<file path="config.mk">
export PLATFORM = sky130hd
export DESIGN_NAME = seq_check_mon
export DESIGN_NICKNAME = d
export VERILOG_FILES = /design/src/rtl/seq_check_mon.sv
export SDC_FILE = /design/constraint.sdc
export NUM_CORES = 1
export LEC_CHECK = 0
export CORE_UTILIZATION = 45
export DETAILED_ROUTE_END_ITERATION = 6
export MAX_ROUTING_LAYER = met4
export PLACE_DENSITY = 0.67
export SYNTH_ARGS = -nofsm -noshare
export SYNTH_HDL_FRONTEND = slang
export SYNTH_SLANG_ARGS = --single-unit
</file>
<file path="constraint.sdc">
create_clock -name clk -period 2.7 [get_ports clk]
set_input_delay 0.54 -clock clk [delete_from_list [all_inputs] [get_ports clk]]
set_output_delay 0.54 -clock clk [all_outputs]
set_load 0.1 [all_outputs]
</file>
<file path="src/rtl/seq_check_mon.sv">
`default_nettype none
// ============================================================================
// Module      : seq_check_mon
// Description : Hardware monitor for the rule
//                 "a high => b high on B_COUNT later cycles (not necessarily
//                  consecutive) => c high on the cycle after the last b".
//               Up to NSLOT overlapping attempts are tracked. Each attempt
//               resolves into a one-cycle pass or fail pulse on its slot bit,
//               and saturating totals of both outcomes are kept.
// Revision    : 1.0 - initial release
// ----------------------------------------------------------------------------
// Parameters  : NSLOT   - concurrently tracked attempts (1..8)
//               B_COUNT - b occurrences required (1..7)
//               TIMEOUT - max edges an attempt may spend counting; only
//                         active when SEQ_CHECK_MON_TIMEOUT_EN is defined
// Macro       : SEQ_CHECK_MON_TIMEOUT_EN - enables per-slot age/timeout
// Ports       : clk      in   clock, all sampling on posedge
//               rst      in   synchronous active-high reset
//               a        in   attempt trigger
//               b        in   counted event
//               c        in   consequent
//               pass     out  [NSLOT] one-cycle per-slot pass pulse
//               fail     out  [NSLOT] one-cycle per-slot fail pulse
//               overflow out  one-cycle pulse, a seen with no free slot
//               busy     out  any slot not idle
//               pass_cnt out  [16] saturating pass total
//               fail_cnt out  [16] saturating fail total (incl. timeouts)
// ============================================================================
module seq_check_mon #(
    parameter int NSLOT   = 4,
    parameter int B_COUNT = 5,
    parameter int TIMEOUT = 32
) (
    input  logic             clk,
    input  logic             rst,
    input  logic             a,
    input  logic             b,
    input  logic             c,
    output logic [NSLOT-1:0] pass,
    output logic [NSLOT-1:0] fail,
    output logic             overflow,
    output logic             busy,
    output logic [15:0]      pass_cnt,
    output logic [15:0]      fail_cnt
);

    localparam logic [1:0] c_st_idle  = 2'd0;
    localparam logic [1:0] c_st_count = 2'd1;
    localparam logic [1:0] c_st_check = 2'd2;
    localparam logic [2:0] c_b_last   = 3'(B_COUNT);

    logic [1:0]       r_state    [NSLOT];
    logic [2:0]       r_cnt      [NSLOT];
    logic [1:0]       w_state_nx [NSLOT];
    logic [2:0]       w_cnt_nx   [NSLOT];
    logic [NSLOT-1:0] w_grant;
    logic [NSLOT-1:0] w_pass_nx;
    logic [NSLOT-1:0] w_fail_nx;
    logic             w_free_found;
    logic             w_overflow_nx;
    logic             w_busy_nx;
    logic [16:0]      w_pass_sum;
    logic [16:0]      w_fail_sum;

`ifdef SEQ_CHECK_MON_TIMEOUT_EN
    localparam int                 c_age_w    = $clog2(TIMEOUT + 1);
    localparam logic [c_age_w-1:0] c_age_last = c_age_w'(TIMEOUT - 1);

    logic [c_age_w-1:0] r_age    [NSLOT];
    logic [c_age_w-1:0] w_age_nx [NSLOT];
`else
    // Without the timeout build TIMEOUT shapes no logic; this guard keeps it
    // referenced and elaborates nothing for any legal setting.
    if (TIMEOUT < 1) begin : g_timeout_unused
    end
`endif

    // Next-state for every slot. Allocation looks only at the slots idle at
    // this edge, so a slot resolving now becomes allocatable one edge later.
    always_comb begin
        w_free_found = 1'b0;
        w_grant      = '0;
        for (int i = 0; i < NSLOT; i++) begin
            if (!w_free_found && (r_state[i] == c_st_idle)) begin
                w_grant[i]   = a;
                w_free_found = 1'b1;
            end
        end
        w_overflow_nx = a && !w_free_found;

        w_pass_nx = '0;
        w_fail_nx = '0;
        w_busy_nx = 1'b0;
        for (int i = 0; i < NSLOT; i++) begin
            w_state_nx[i] = r_state[i];
            w_cnt_nx[i]   = r_cnt[i];
`ifdef SEQ_CHECK_MON_TIMEOUT_EN
            w_age_nx[i]   = r_age[i];
`endif
            case (r_state[i])
                c_st_idle: begin
                    // The b sampled at the allocating edge is not counted.
                    if (w_grant[i]) begin
                        w_state_nx[i] = c_st_count;
                        w_cnt_nx[i]   = 3'd0;
`ifdef SEQ_CHECK_MON_TIMEOUT_EN
                        w_age_nx[i]   = '0;
`endif
                    end
                end
                c_st_count: begin
                    if (b) begin
                        w_cnt_nx[i] = r_cnt[i] + 3'd1;
                    end
                    // Completing the count beats a timeout on the same edge.
                    if (b && ((r_cnt[i] + 3'd1) == c_b_last)) begin
                        w_state_nx[i] = c_st_check;
                    end
`ifdef SEQ_CHECK_MON_TIMEOUT_EN
                    else if (r_age[i] == c_age_last) begin
                        w_state_nx[i] = c_st_idle;
                        w_fail_nx[i]  = 1'b1;
                    end
                    w_age_nx[i] = r_age[i] + 1'b1;
`endif
                end
                c_st_check: begin
                    w_pass_nx[i]  = c;
                    w_fail_nx[i]  = !c;
                    w_state_nx[i] = c_st_idle;
                end
                default: begin
                    w_state_nx[i] = c_st_idle;
                end
            endcase
            w_busy_nx = w_busy_nx | (w_state_nx[i] != c_st_idle);
        end

        // Totals absorb the pulses currently on the outputs; 17 bits leave
        // room for the carry that triggers saturation.
        w_pass_sum = {1'b0, pass_cnt};
        w_fail_sum = {1'b0, fail_cnt};
        for (int i = 0; i < NSLOT; i++) begin
            w_pass_sum = w_pass_sum + {16'd0, pass[i]};
            w_fail_sum = w_fail_sum + {16'd0, fail[i]};
        end
    end

    always_ff @(posedge clk) begin
        if (rst) begin
            for (int i = 0; i < NSLOT; i++) begin
                r_state[i] <= c_st_idle;
                r_cnt[i]   <= 3'd0;
`ifdef SEQ_CHECK_MON_TIMEOUT_EN
                r_age[i]   <= '0;
`endif
            end
            pass     <= '0;
            fail     <= '0;
            overflow <= 1'b0;
            busy     <= 1'b0;
            pass_cnt <= 16'd0;
            fail_cnt <= 16'd0;
        end else begin
            for (int i = 0; i < NSLOT; i++) begin
                r_state[i] <= w_state_nx[i];
                r_cnt[i]   <= w_cnt_nx[i];
`ifdef SEQ_CHECK_MON_TIMEOUT_EN
                r_age[i]   <= w_age_nx[i];
`endif
            end
            pass     <= w_pass_nx;
            fail     <= w_fail_nx;
            overflow <= w_overflow_nx;
            busy     <= w_busy_nx;
            pass_cnt <= w_pass_sum[16] ? 16'hFFFF : w_pass_sum[15:0];
            fail_cnt <= w_fail_sum[16] ? 16'hFFFF : w_fail_sum[15:0];
        end
    end

endmodule
`default_nettype wire
</file>
Word level (Yosys, flattened, before mapping):

Memories as Yosys holds them, arrays and structs flattened.
Cells that the tools add are included.

* flip-flop bits (word level): 42
* memory bits (writable): 20
* memories: 2
* output and inout bits: 42
* word-level logic and storage cells: 123
* input port bits: 5

* reduce and logical (&&, ||, !) cells: 25
* add/subtract/negate cells: 12
* mux-type cells: 45
* bitwise gates (word level): 15
* eq/ne operators: 12

Memories
* r_cnt: words 4, width 3, read ports 4, clocked after Yosys merged registers in 0, write ports 4, RTL line 53 `logic [2:0] r_cnt [NSLOT];`
* r_state: words 4, width 2, read ports 4, clocked after Yosys merged registers in 0, write ports 4, RTL line 52 `logic [1:0] r_state [NSLOT];`

Operators with widths (number)
* $add A17 B1 Y17: 6
* $mux W3: 12
* $add A16 B1 Y17: 2
* $mux W16: 2
* $mux W2: 12
* $pmux W3 S2: 4
* $pmux W2 S2: 4
* $add A3 B1 Y3 const B: 4
* $eq A3 B3 Y1 const B: 4
* $mux W1: 11
* $or A1 B1 Y1: 11
* $eq A2 B1 Y1 const B: 4
* $eq A2 B2 Y1 const B: 4
* $logic_and A1 B1 Y1: 8
* $logic_not A2 Y1: 4
* $reduce_bool A2 Y1: 4
* $reduce_or A2 Y1: 4
* $logic_not A1 Y1: 5
* $not A1 Y1: 4

Longest topological paths before layout:

* depth after elaboration: 15
* mapped depth: 10
* mapped depth without buffers: 9

Least setup slack after synthesis:

OpenSTA, ideal clock, no wires.

* path kind: flip-flop to flip-flop
* from: register fail[1]
* to: register fail_cnt[13]
* path buffers: 1
* slack: -0.383 ns
* stages on the path, launching flop included: 11
* data required time: 2.567 ns
* arrival time: 2.950 ns
* library setup time: 0.133 ns
* period minus slack after synthesis: 3.083 ns
* cell sequence: dfxtp_1 -> fa_1 -> inv_1 -> fa_1 -> inv_1 -> fa_1 -> and2_1 -> nand4_1 -> or2_1 -> buf_2 -> a31oi_1

* cells in the longest elaborated chain, start to end: 4

Ends and longest elaborated chain
* start: declaration: RTL line 40 `output logic [NSLOT-1:0] fail,`
* start signal: assignment: RTL line 173 `fail <= w_fail_nx;`
* $add A17 B1 Y17 (3 in a row): RTL line 145 `w_fail_sum = w_fail_sum + {16'd0, fail[i]};`
* $mux W16: RTL line 177 `fail_cnt <= w_fail_sum[16] ? 16'hFFFF : w_fail_sum[15:0];`
* end signal: assignment: RTL line 177
* end: declaration: RTL line 44 `output logic [15:0] fail_cnt`

No other way between the ends.
A chain may end at the register's enable or synchronous reset.

Final worst setup path:

* from: register pass[0]
* to: register pass_cnt[8]

* cells in the longest elaborated chain, start to end: 5

Ends and longest elaborated chain
* start: declaration: RTL line 39 `output logic [NSLOT-1:0] pass,`
* start signal: assignment: RTL line 172 `pass <= w_pass_nx;`
* $add A16 B1 Y17: RTL line 144 `w_pass_sum = w_pass_sum + {16'd0, pass[i]};`
* $add A17 B1 Y17 (3 in a row): RTL line 144
* $mux W16: RTL line 176 `pass_cnt <= w_pass_sum[16] ? 16'hFFFF : w_pass_sum[15:0];`
* end signal: assignment: RTL line 176
* end: declaration: RTL line 43 `output logic [15:0] pass_cnt,`

No other way between the ends.

==> flow_metrics.py <==
metrics = {
    "final_layout": {
        "drive_above_1_share_pct": 21.19,
        "diodes": 0,
        "final_util_pct": 57.92,
        "syn_to_final_growth_pct": 24.05,
        "multiInputGateArea_um2": 1590,
        "nets": 403,
        "fillers": 569,
        "regArea_um2": 1266,
    },
    "floorplan": {
        "rows": 29,
        "die_area_um2": 6956,
        "fp.dieH_um": 83.40,
        "start_util_pct": 46.69,
        "io_pins": 47,
        "die_w_um": 83.40,
        "core_area_um2": 6386,
    },
    "yosys": {
        "synth-seq-area-share_pct": 41.63,
        "synth.ff_latch_count": 62,
        "yosys.area.top_type": "dfxtp_1",
        "synthCells": 330,
        "synth_area_per_cell_um2": 9.035,
        "ys_types": 55,
        "ys.flop_type": "dfxtp_1",
        "ys.warnings.count": 0,
        "syn-cell-area_um2": 2982,
        "synth_edf_count": 0,
        "synthArstFlopShare_pct": 0,
        "synth_fp_nets": 351,
        "yosys-top-cells-count": "dfxtp_1, a21oi_1, nor2_1",
        "synth.most_common_cell": "dfxtp_1",
        "synth_top_area_share_pct": 41.63,
        "synth.area.top_cells": "dfxtp_1, a21oi_1, xor2_1, ha_1, fa_1",
    },
    "worst_setup_path": {
        "reg2reg_from": "pass[0]$_SDFF_PP0_",
        "critPathTopFamily": "adder cells",
        "crit_buf_inv": 3,
        "critical_path.cell_chain": "fa_1 -> inv_1 -> fa_1 -> inv_1 -> fa_1 -> nand3_1 -> buf_4 -> nor3_1 -> xnor2_1 -> a21oi_1",
        "crit_start": "pass[0]$_SDFF_PP0_",
        "rrSetupSlack_ns": 0.20,
        "worst_setup_path_start_kind": "register",
        "worstPathMaxFanout": 4,
        "path_common_cell": "fa_1",
        "crit_path_end": "pass_cnt[8]$_SDFF_PP0_",
        "arrival_ns": 2.72,
        "r2r.worst_path.cells": 10,
        "cp.required_ns": 2.92,
        "slowest_stage": "fa_1",
        "max_stage_delay_ns": 0.53,
        "cp-end-kind": "register",
        "crit_cells": 10,
        "crit_type": "register to register",
        "timing.rr.end": "pass_cnt[8]$_SDFF_PP0_",
    },
    "timing": {
        "rsz0062_at_grt": "false",
        "setup_viol": 0,
        "clock_skew_ns": 0.005122,
        "fin_crit_sh_pct": 92.53,
        "slew_headroom_pct": 64.17,
        "fin_crit_ns": 2.498,
        "tightest_slew_ns": 0.5375,
        "hold_viol": 0,
        "timing.final.ws_setup_ns": 0.2018,
        "slew_viol_final": 0,
        "fmax_ghz": 0.4003,
    },
    "place": {
        "hpwl_mm": 4.475,
        "pre_cts_ws_ns": 0.1510,
        "place_congestion": 0.8354,
        "port_buffers": 46,
    },
    "power": {
        "leakage_nw": 1.485,
        "p_per_area_nw_per_um2": 520.5,
        "peakVddDrop_v": 0.0003801,
    },
    "flow_run": {
        "maxCapViolCount": 0,
    },
    "global_routing": {
        "grt_pass1_vias": 2280,
        "antenna_found_initial": 0,
        "grt_max_degree": 29,
        "grt_pass1_wl_mm": 10.67,
        "track_usage_pct": 19.80,
        "grt-ovfl-total": 0,
    },
    "clock_tree": {
        "clk_path_buf_depth": 2,
        "path_clk_slew_ns": 0.07,
        "numClockSinks": 62,
        "htree_num_levels": 3,
        "cts_hold_buf": 0,
        "cts_root_buffer": "clkbuf_8",
        "cts_tree": "yes",
        "cts_made_buffers": 9,
        "clk_latency_ns": 0.33,
    },
    "drt": {
        "met2WireLength_mm": 2.829,
        "wl_per_cell_um": 13.42,
        "wl_met1_mm": 3.026,
        "drcViolationCount": 0,
        "antenna_left": 0,
        "route.top_layer_used": "met4",
        "drt_first_iter_violations": 75,
        "wl_met3_um": 297,
        "vias": 2542,
        "firstDrtPassIters": 4,
        "via_per_inst": 5.478,
        "postRouteWirelength_mm": 6.227,
    },
    "worst_hold_path": {
        "hold_depth": 2,
        "min_path_type": "register to register",
    },
    "status": {
        "status": "finished, final reports clean",
    },
}
layer usage:
metal	global-route usage, %	vias up
met5	-	-
met4	6.583	0
met3	5.865	5
met2	29.36	59
met1	25.83	1200
li1	-	1278
power by group:
part / internal [mW] / switching, mW / total [mW]
Combinational: 0.0230 / 0.0444 / 0.0674
Clock: 0.594 / 0.342 / 0.936
Sequential: 0.915 / 0.00675 / 0.922
Total: 1.53 / 0.393 / 1.93
logic make-up (layout without fill, tap and decap cells):
logic type | count (synthesis) | count (layout) | share of synthesized area (%)
buffers and inverters | 38 | 95 | 5.119
and+or+nand+nor | 112 | 112 | 20.60
DFF | 62 | 62 | 41.63
xor gates and xnor gates | 22 | 22 | 6.462
muxes | 2 | 2 | 0.7134
adders and majority gates | 16 | 16 | 8.225
AOI/OAI and AO/OA | 78 | 78 | 17.25
stage by stage:
step             TNS, ns  power, mW  cell area (µm²)  cells  hold slack [ns]
6_report               0      1.925             3699    464           0.4743
3_3_place_gp           0      1.010             3462    448           0.4639
2_1_floorplan  -0.006716     0.9878             3007    330           0.4486
5_1_grt                0      1.998             3699    464           0.4958
4_1_cts                0      1.955             3696    464           0.4757
3_5_place_dp           0      1.010             3462    448           0.4662
area by class of cell:
cell class,instances,area share [%]
Clock buffer,13,4.567
Clock inverter,3,1.759
Inverter,23,2.334
Multi-Input combinational cell,230,43.00
Sequential cell,62,34.24
Tap cell,77,2.605
Timing Repair Buffer,56,11.50
worst reg2reg max path: cells and delay by family, from the launching register on:
family / cells / cell delay (ns)
adder cells (fa/ha/maj): 3 / 1.10
AND/OR/NAND/NOR: 2 / 0.39
flip-flops: 1 / 0.35
buffers and inverters: 3 / 0.31
XOR/XNOR: 1 / 0.16
AO/OA/AOI/OAI: 1 / 0.08
flip-flops by register name (all words and copies together), names as in the netlist:
signal    cells
busy          1
fail          4
fail_cnt     16
overflow      1
pass          4
pass_cnt     16
r_cnt        12
r_state       8
layout by cell type, fill, tap and decap left out, types with 5 or more instances in the layout:
master,instances
a21oi_1,33
a31oi_1,7
buf_4,52
clkbuf_8,12
dfxtp_1,52
dfxtp_2,5
dfxtp_4,5
fa_1,6
ha_1,10
inv_1,23
nand2_1,16
nand2b_1,6
nand3_1,11
nand4_1,5
nor2_1,26
nor2b_1,6
nor3_1,10
o21ai_1,6
or3_1,5
xnor2_1,6
xor2_1,16
repair_timing:
action | 4_1_cts | 5_1_grt
buffers inserted | 0 | 0
gates resized for setup | 0 | 2
endpoints found under the setup margin | 0 | 11
how the worst min path moves through the flow:
stage | slack [ns] | from | end
6_report | 0.47 | r_cnt[1][1]$_SDFFE_PP0P_ | r_cnt[1][1]$_SDFFE_PP0P_
5_1_grt | 0.50 | r_cnt[1][1]$_SDFFE_PP0P_ | r_cnt[1][1]$_SDFFE_PP0P_
4_1_cts | 0.48 | r_cnt[1][1]$_SDFFE_PP0P_ | r_cnt[1][1]$_SDFFE_PP0P_
3_3_place_gp | 0.46 | r_cnt[0][1]$_SDFFE_PP0P_ | r_cnt[0][1]$_SDFFE_PP0P_
2_1_floorplan | 0.45 | r_cnt[0][1]$_SDFFE_PP0P_ | r_cnt[0][1]$_SDFFE_PP0P_
3_5_place_dp | 0.47 | r_cnt[1][1]$_SDFFE_PP0P_ | r_cnt[1][1]$_SDFFE_PP0P_
No activity file was read; power rests on OpenSTA's default activity.
==> RTL change 1: new RTL, config.mk and constraints unchanged <==
The parameter `NSLOT` goes from 4 to 2.
--- a/src/rtl/seq_check_mon.sv
+++ b/src/rtl/seq_check_mon.sv
@@ -27,7 +27,7 @@
 //               fail_cnt out  [16] saturating fail total (incl. timeouts)
 // ============================================================================
 module seq_check_mon #(
-    parameter int NSLOT   = 4,
+    parameter int NSLOT   = 2,
     parameter int B_COUNT = 5,
     parameter int TIMEOUT = 32
 ) (
Ports: changed (resized fail and pass); port bits go from 47 to 43. The function was not compared with the original's and may differ.
==> RTL change 1 against the original RTL <==
Synthesized cell count is 24% lower; hold slack better by 0.024 ns; worst setup slack better by 0.31 ns; area after synthesis is 27% lower; sequential cell count is 14 lower; die area is 26% lower; via count is 26% lower; power is 38% lower; routed wire length is 29% lower; design area is 28% lower; critical path type unchanged; critical endpoint is now fail_cnt[10]; largest cell class unchanged.
==> RTL change 1: results (changes against the original RTL) <==
| Metric | Value |
|---|---|
| Share of cells above drive strength 1 | `0.181 (-0.0307)` |
| Port Buffers | `42 (-8.7%)` |
| Pre-CTS WS | `0.503 ns (+0.352 ns)` |
| Fin cells | `350 (-25%)` |
| Vias in the first global route | `1,653 (-28%)` |
| Critical Path AT | `2.35 ns (-0.37 ns)` |
| Post-synth net total | `265 (-25%)` |
| Critical path's slowest cell | `fa_1` |
| Worst vdd ir | `0.284 mV (-25%)` |
| Cells resized by post-CTS repair | `0 (unchanged)` |
| # DRC | `0 (unchanged)` |
| CP delay by family, top | `simple AND/OR/NAND/NOR gates` |
| DR pass1 iterations | `4 (unchanged)` |
| Largest net degree at the start of global routing | `16 (-45%)` |
| Ranking of synthesized cells by area | `dfxtp_1, a21oi_1, xnor2_1` |
| ANT cells | `0 (unchanged)` |
| Antenna violations before repair | `0 (unchanged)` |
| Async SR Flop Fraction | `0 (unchanged)` |
| Clk_lat worst skew | `0.29 ns (-0.04 ns)` |
| Placed Area | `2570 um^2 (-26%)` |
| Synth cell count leaders | `dfxtp_1, a21oi_1, inv_1` |
| Clk root buf | `clkbuf_8` |
| First-pass GRT wire length | `7450 um (-30%)` |
| Worst Path Max Fanout | `8 (+4)` |
| Fill count | `437 (-23%)` |
| Nets | `310 (-23%)` |
| Dpl hpwl | `3210 um (-28%)` |
| Via density | `5.35 (-2.4%)` |
| Final Wtd Congestion | `0.795 (-4.9%)` |
| Initial DRC Count | `83 (+11%)` |
| Cell variety after synth | `40 (-27%)` |
| Gr usage total | `0.186 (-0.0118)` |
| Clock Pin Slew Worst Setup and Hold Paths | `0.09 ns (+0.02 ns)` |
| # Post-CTS Setup Buffers | `0 (unchanged)` |
| Lkg Pwr | `1.00 nW (-33%)` |
| Total Wirelength | `4390 um (-29%)` |
| Status | `completed` |
| Largest registers | `fail_cnt: 16 flops, pass_cnt: 16 flops, r_cnt: 6 flops` |
| Clk_skew | `0.0105 ns (+0.00533 ns)` |
| H-tree Lvls | `2 (-1)` |
| Slowest stage delay, CP | `0.43 ns (-0.10 ns)` |
| Register area share after synthesis | `0.441 (+0.0251)` |
| Slew of the pin with the lowest slew margin | `0.526 ns (-0.0112 ns)` |
| Mapped Avg Cell Area | `8.64 um^2 (-4.4%)` |
| Yosys warnings | `0 (unchanged)` |
| Post-Place Cells | `342 (-24%)` |
| TritonCTS Buffers | `5 (-4)` |
| Hold Path Class | `register to register` |
| Ys flop type | `dfxtp_1` |
| Clock Tree Buf Depth | `2 (unchanged)` |
[RTL change 1: changes by cell type after synthesis, sizes merged, moves of 5 or more]
cell and delta:
xnor2 +5, o21ai -5, xor2 -8, nand4 +5, nor2 -8, dfxtp -14
clkbuf -6, or3 -5, nor2b -6
[RTL change 1: worst paths after layout]
kind / start / to / slack [ns] / cells past startpoint
worst min-delay path: r_cnt[0][1] / r_cnt[0][1] / 0.50 / 2
worst max register to register: fail[0] / fail_cnt[10] / 0.51 / 8
worst max-delay path: fail[0] / fail_cnt[10] / 0.51 / 8
worst min register to register: r_cnt[0][1] / r_cnt[0][1] / 0.50 / 2
[RTL change 1: tightest hold or removal path, delay by kind of cell (launching register included)]
kind | cells | cell delay [ns]
simple gates | 1 | 0.06
flops | 1 | 0.34
compound gates | 1 | 0.05
[RTL change 1: kinds of logic after synthesis]
family                   Yosys count  synth area share
buffers and inverters             27            0.0477
XOR/XNOR                          19            0.0764
multiplexers                       1           0.00460
flip-flops                        48             0.441
adder cells (fa/ha/maj)            8            0.0529
AND/OR/NAND/NOR                   93             0.229
AO/OA/AOI/OAI                     56             0.148
[RTL change 1: layout make-up]
cell class	count	area, um^2	area share
clock buffer	8	90.1	0.0339
timing repair buffer	46	355	0.134
tap	52	65.1	0.0245
multi-input combinational	177	1110	0.418
inverter	19	71.3	0.0268
sequential	48	965	0.363
[RTL change 1: layer usage]
layer	vias to the layer above	wire length [um]	track usage
li1	980	-	-
met1	849	2180	0.257
met2	41	2010	0.285
met3	2	183	0.0295
met4	0	22	0.0523
met5	-	0	-
[RTL change 1: where the power goes]
part           switching [mW]  internal (mW)
combinational          0.0353         0.0205
clock                   0.216          0.209
sequential            0.00504          0.712
==> RTL change 2: new RTL, same flow settings <==
Made on the original files. The output `overflow` loses its register stage (`overflow` becomes a continuous assignment). Comments in the files are not updated.
--- a/src/rtl/seq_check_mon.sv
+++ b/src/rtl/seq_check_mon.sv
@@ -157,7 +157,6 @@
             end
             pass     <= '0;
             fail     <= '0;
-            overflow <= 1'b0;
             busy     <= 1'b0;
             pass_cnt <= 16'd0;
             fail_cnt <= 16'd0;
@@ -171,12 +170,13 @@
             end
             pass     <= w_pass_nx;
             fail     <= w_fail_nx;
-            overflow <= w_overflow_nx;
             busy     <= w_busy_nx;
             pass_cnt <= w_pass_sum[16] ? 16'hFFFF : w_pass_sum[15:0];
             fail_cnt <= w_fail_sum[16] ? 16'hFFFF : w_fail_sum[15:0];
         end
     end
 
+    assign overflow = w_overflow_nx;
+
 endmodule
 `default_nettype wire
Function: changed (Yosys sat finds a counterexample within 10 cycles, from zero or initial values and one cycle with rst high).
==> RTL change 2 against the original RTL <==
Design area shrank 2.0%; sequential cell count down 1; clock power decreased by 22%; first-iteration DRC count up 35%; sequential share of layout area increased by 0.21 points; routed wire length up 2.3%; power decreased by 12%; synthesized cell count is 1.2% lower; worst setup slack worse by 0.047 ns; critical path type unchanged; hold slack improved by 0.0092 ns; critical endpoint is now pass_cnt[0]; area after synthesis down 1.0%; core utilization down 0.83 points.
==> RTL change 2: results (changes against the original RTL) <==
| Metric | Value |
|---|---|
| Status | `completed` |
| DR pass1 iterations | `4 (unchanged)` |
| FF-to-FF Start | `pass[0]` |
| Slew of the pin with the lowest slew margin | `0.490 ns (-0.0479 ns)` |
| CP delay by family, top | `adder cells` |
| Clock Pin Slew Worst Setup and Hold Paths | `0.06 ns` |
| Largest net degree at the start of global routing | `29 (unchanged)` |
| Clk_skew | `0.00915 ns (+0.00402 ns)` |
| Cell variety after synth | `51 (-7.3%)` |
| Area growth, synth to finish | `22.8%` |
| Net Sw Frac | `0.221 (+0.0173)` |
| Hold Path Class | `register to register` |
| Clk root buf | `clkbuf_8` |
| Post-synth net total | `347 (-1.1%)` |
| Cells resized by post-CTS repair | `0 (unchanged)` |
| Setup ws final | `0.154 ns (-0.0474 ns)` |
| Average wire per standard cell | `13.9 um (+3.4%)` |
| Critical Path AT | `2.80 ns (+0.08 ns)` |
| Post-Place Cells | `443 (-1.1%)` |
| GRT overflow | `0 (unchanged)` |
| R2R depth | `9 (-1)` |
| Nets | `399 (-0.99%)` |
| Port Buffers | `46 (unchanged)` |
| Final Wtd Congestion | `0.784 (-6.2%)` |
| WHS | `0.483 ns (+0.00918 ns)` |
| Mapped Avg Cell Area | `9.05 um^2 (+0.21%)` |
| Yosys warnings | `0 (unchanged)` |
| Clk_lat worst skew | `0.33 ns (about the same)` |
| ANT cells | `0 (unchanged)` |
| Hold_sp | `r_cnt[2][2]` |
| TritonCTS Buffers | `9 (unchanged)` |
| Initial DRC Count | `101 (+35%)` |
| Clock Tree Buf Depth | `2 (unchanged)` |
| Synth cell count leaders | `dfxtp_1, a21oi_1, inv_1` |
| First-pass GRT wire length | `11,000 um (+3.0%)` |
| Fill count | `584 (+2.6%)` |
| Worst vdd ir | `0.311 mV (-18%)` |
| Ranking of synthesized cells by area | `dfxtp_1, a21oi_1, ha_1` |
| Type of element launching the critical path | `register` |
| Share of cells above drive strength 1 | `0.228 (+0.0159)` |
| Gr usage total | `0.203 (+0.00524)` |
| Dpl hpwl | `4650 um (+3.9%)` |
| Antenna violations before repair | `0 (unchanged)` |
| Fin cells | `459 (-1.1%)` |
| H-tree Lvls | `3 (unchanged)` |
| Reg-to-reg slack, setup | `0.15 ns (-0.05 ns)` |
| Via density | `5.49 (+0.13%)` |
| Pre-CTS WS | `0.109 ns (-0.0420 ns)` |
| Async SR Flop Fraction | `0 (unchanged)` |
| # Post-CTS Setup Buffers | `0 (unchanged)` |
| Worst hold endpoint | `r_cnt[2][2]` |
| Worst Path Max Fanout | `10 (+6)` |
| Hold Path Depth | `2 (unchanged)` |
| Placed Area | `3430 um^2 (-1.0%)` |
| Register area share after synthesis | `0.414 (-0.00255)` |
| Lkg Pwr | `1.41 nW (-5.1%)` |
| Slowest stage delay, CP | `roughly 0.54 ns` |
| CP endpoint | `pass_cnt[0]` |
| Vias in the first global route | `2,390 (+4.8%)` |
| Post-synth EDFFs | `0 (unchanged)` |
==> RTL change 2: cell count changes in the layout (fill, tap and decap cells not counted), moves of 4 or more <==
cell,before,now
buf_4,52,47
o21ai_0,4,14
nand3b_1,0,4
nor2_1,26,21
o21ai_1,6,0
or3_1,5,0
==> RTL change 2: cells by family (layout without fill, tap and decap cells) <==
kind of cell | after synthesis | after routing | synth area share
buf+inv | 34 | 90 | 0.0530
xor+xnor | 20 | 20 | 0.0593
simple gates | 112 | 112 | 0.209
mux | 1 | 1 | 0.00381
compound gates | 82 | 82 | 0.178
flops | 61 | 61 | 0.414
fa+ha+maj | 16 | 16 | 0.0831
==> RTL change 2: final cells by class <==
type	count	share of cell area
clock inverters	1	0.00138
flip-flops and latches	61	0.344
well taps	77	0.0266
clock buffers	14	0.0476
inverters	23	0.0238
repair buffers	52	0.113
multi-input cells	231	0.444
==> RTL change 2: power groups by stage <==
stage | Clock (mW) | Combinational, mW | Sequential [mW]
after global placement | 0 | 0.0585 | 0.925
after global routing | 0.789 | 0.0645 | 0.906
final | 0.732 | 0.0585 | 0.905
after detailed placement | 0 | 0.0592 | 0.925
after floorplan | 0 | 0.0369 | 0.931
after CTS | 0.749 | 0.0593 | 0.905
==> RTL change 2: worst register-to-register path, delay by kind of cell, from the launching register on <==
kind                       cells  cell delay, ns
AOI/OAI and AO/OA              1            0.14
adders and majority gates      3            1.17
buffers and inverters          2            0.14
DFF                            1            0.35
and+or+nand+nor                3            0.66
==> RTL change 2: per-layer routing <==
| metal | part of all wire | vias up | global-route usage |
|---|---|---|---|
| li1 | - | 1265 | - |
| met1 | 0.48 | 1186 | 0.254 |
| met2 | 0.46 | 56 | 0.314 |
| met3 | 0.042 | 11 | 0.0467 |
| met4 | 0.020 | 0 | 0.0893 |
| met5 | 0 | - | - |
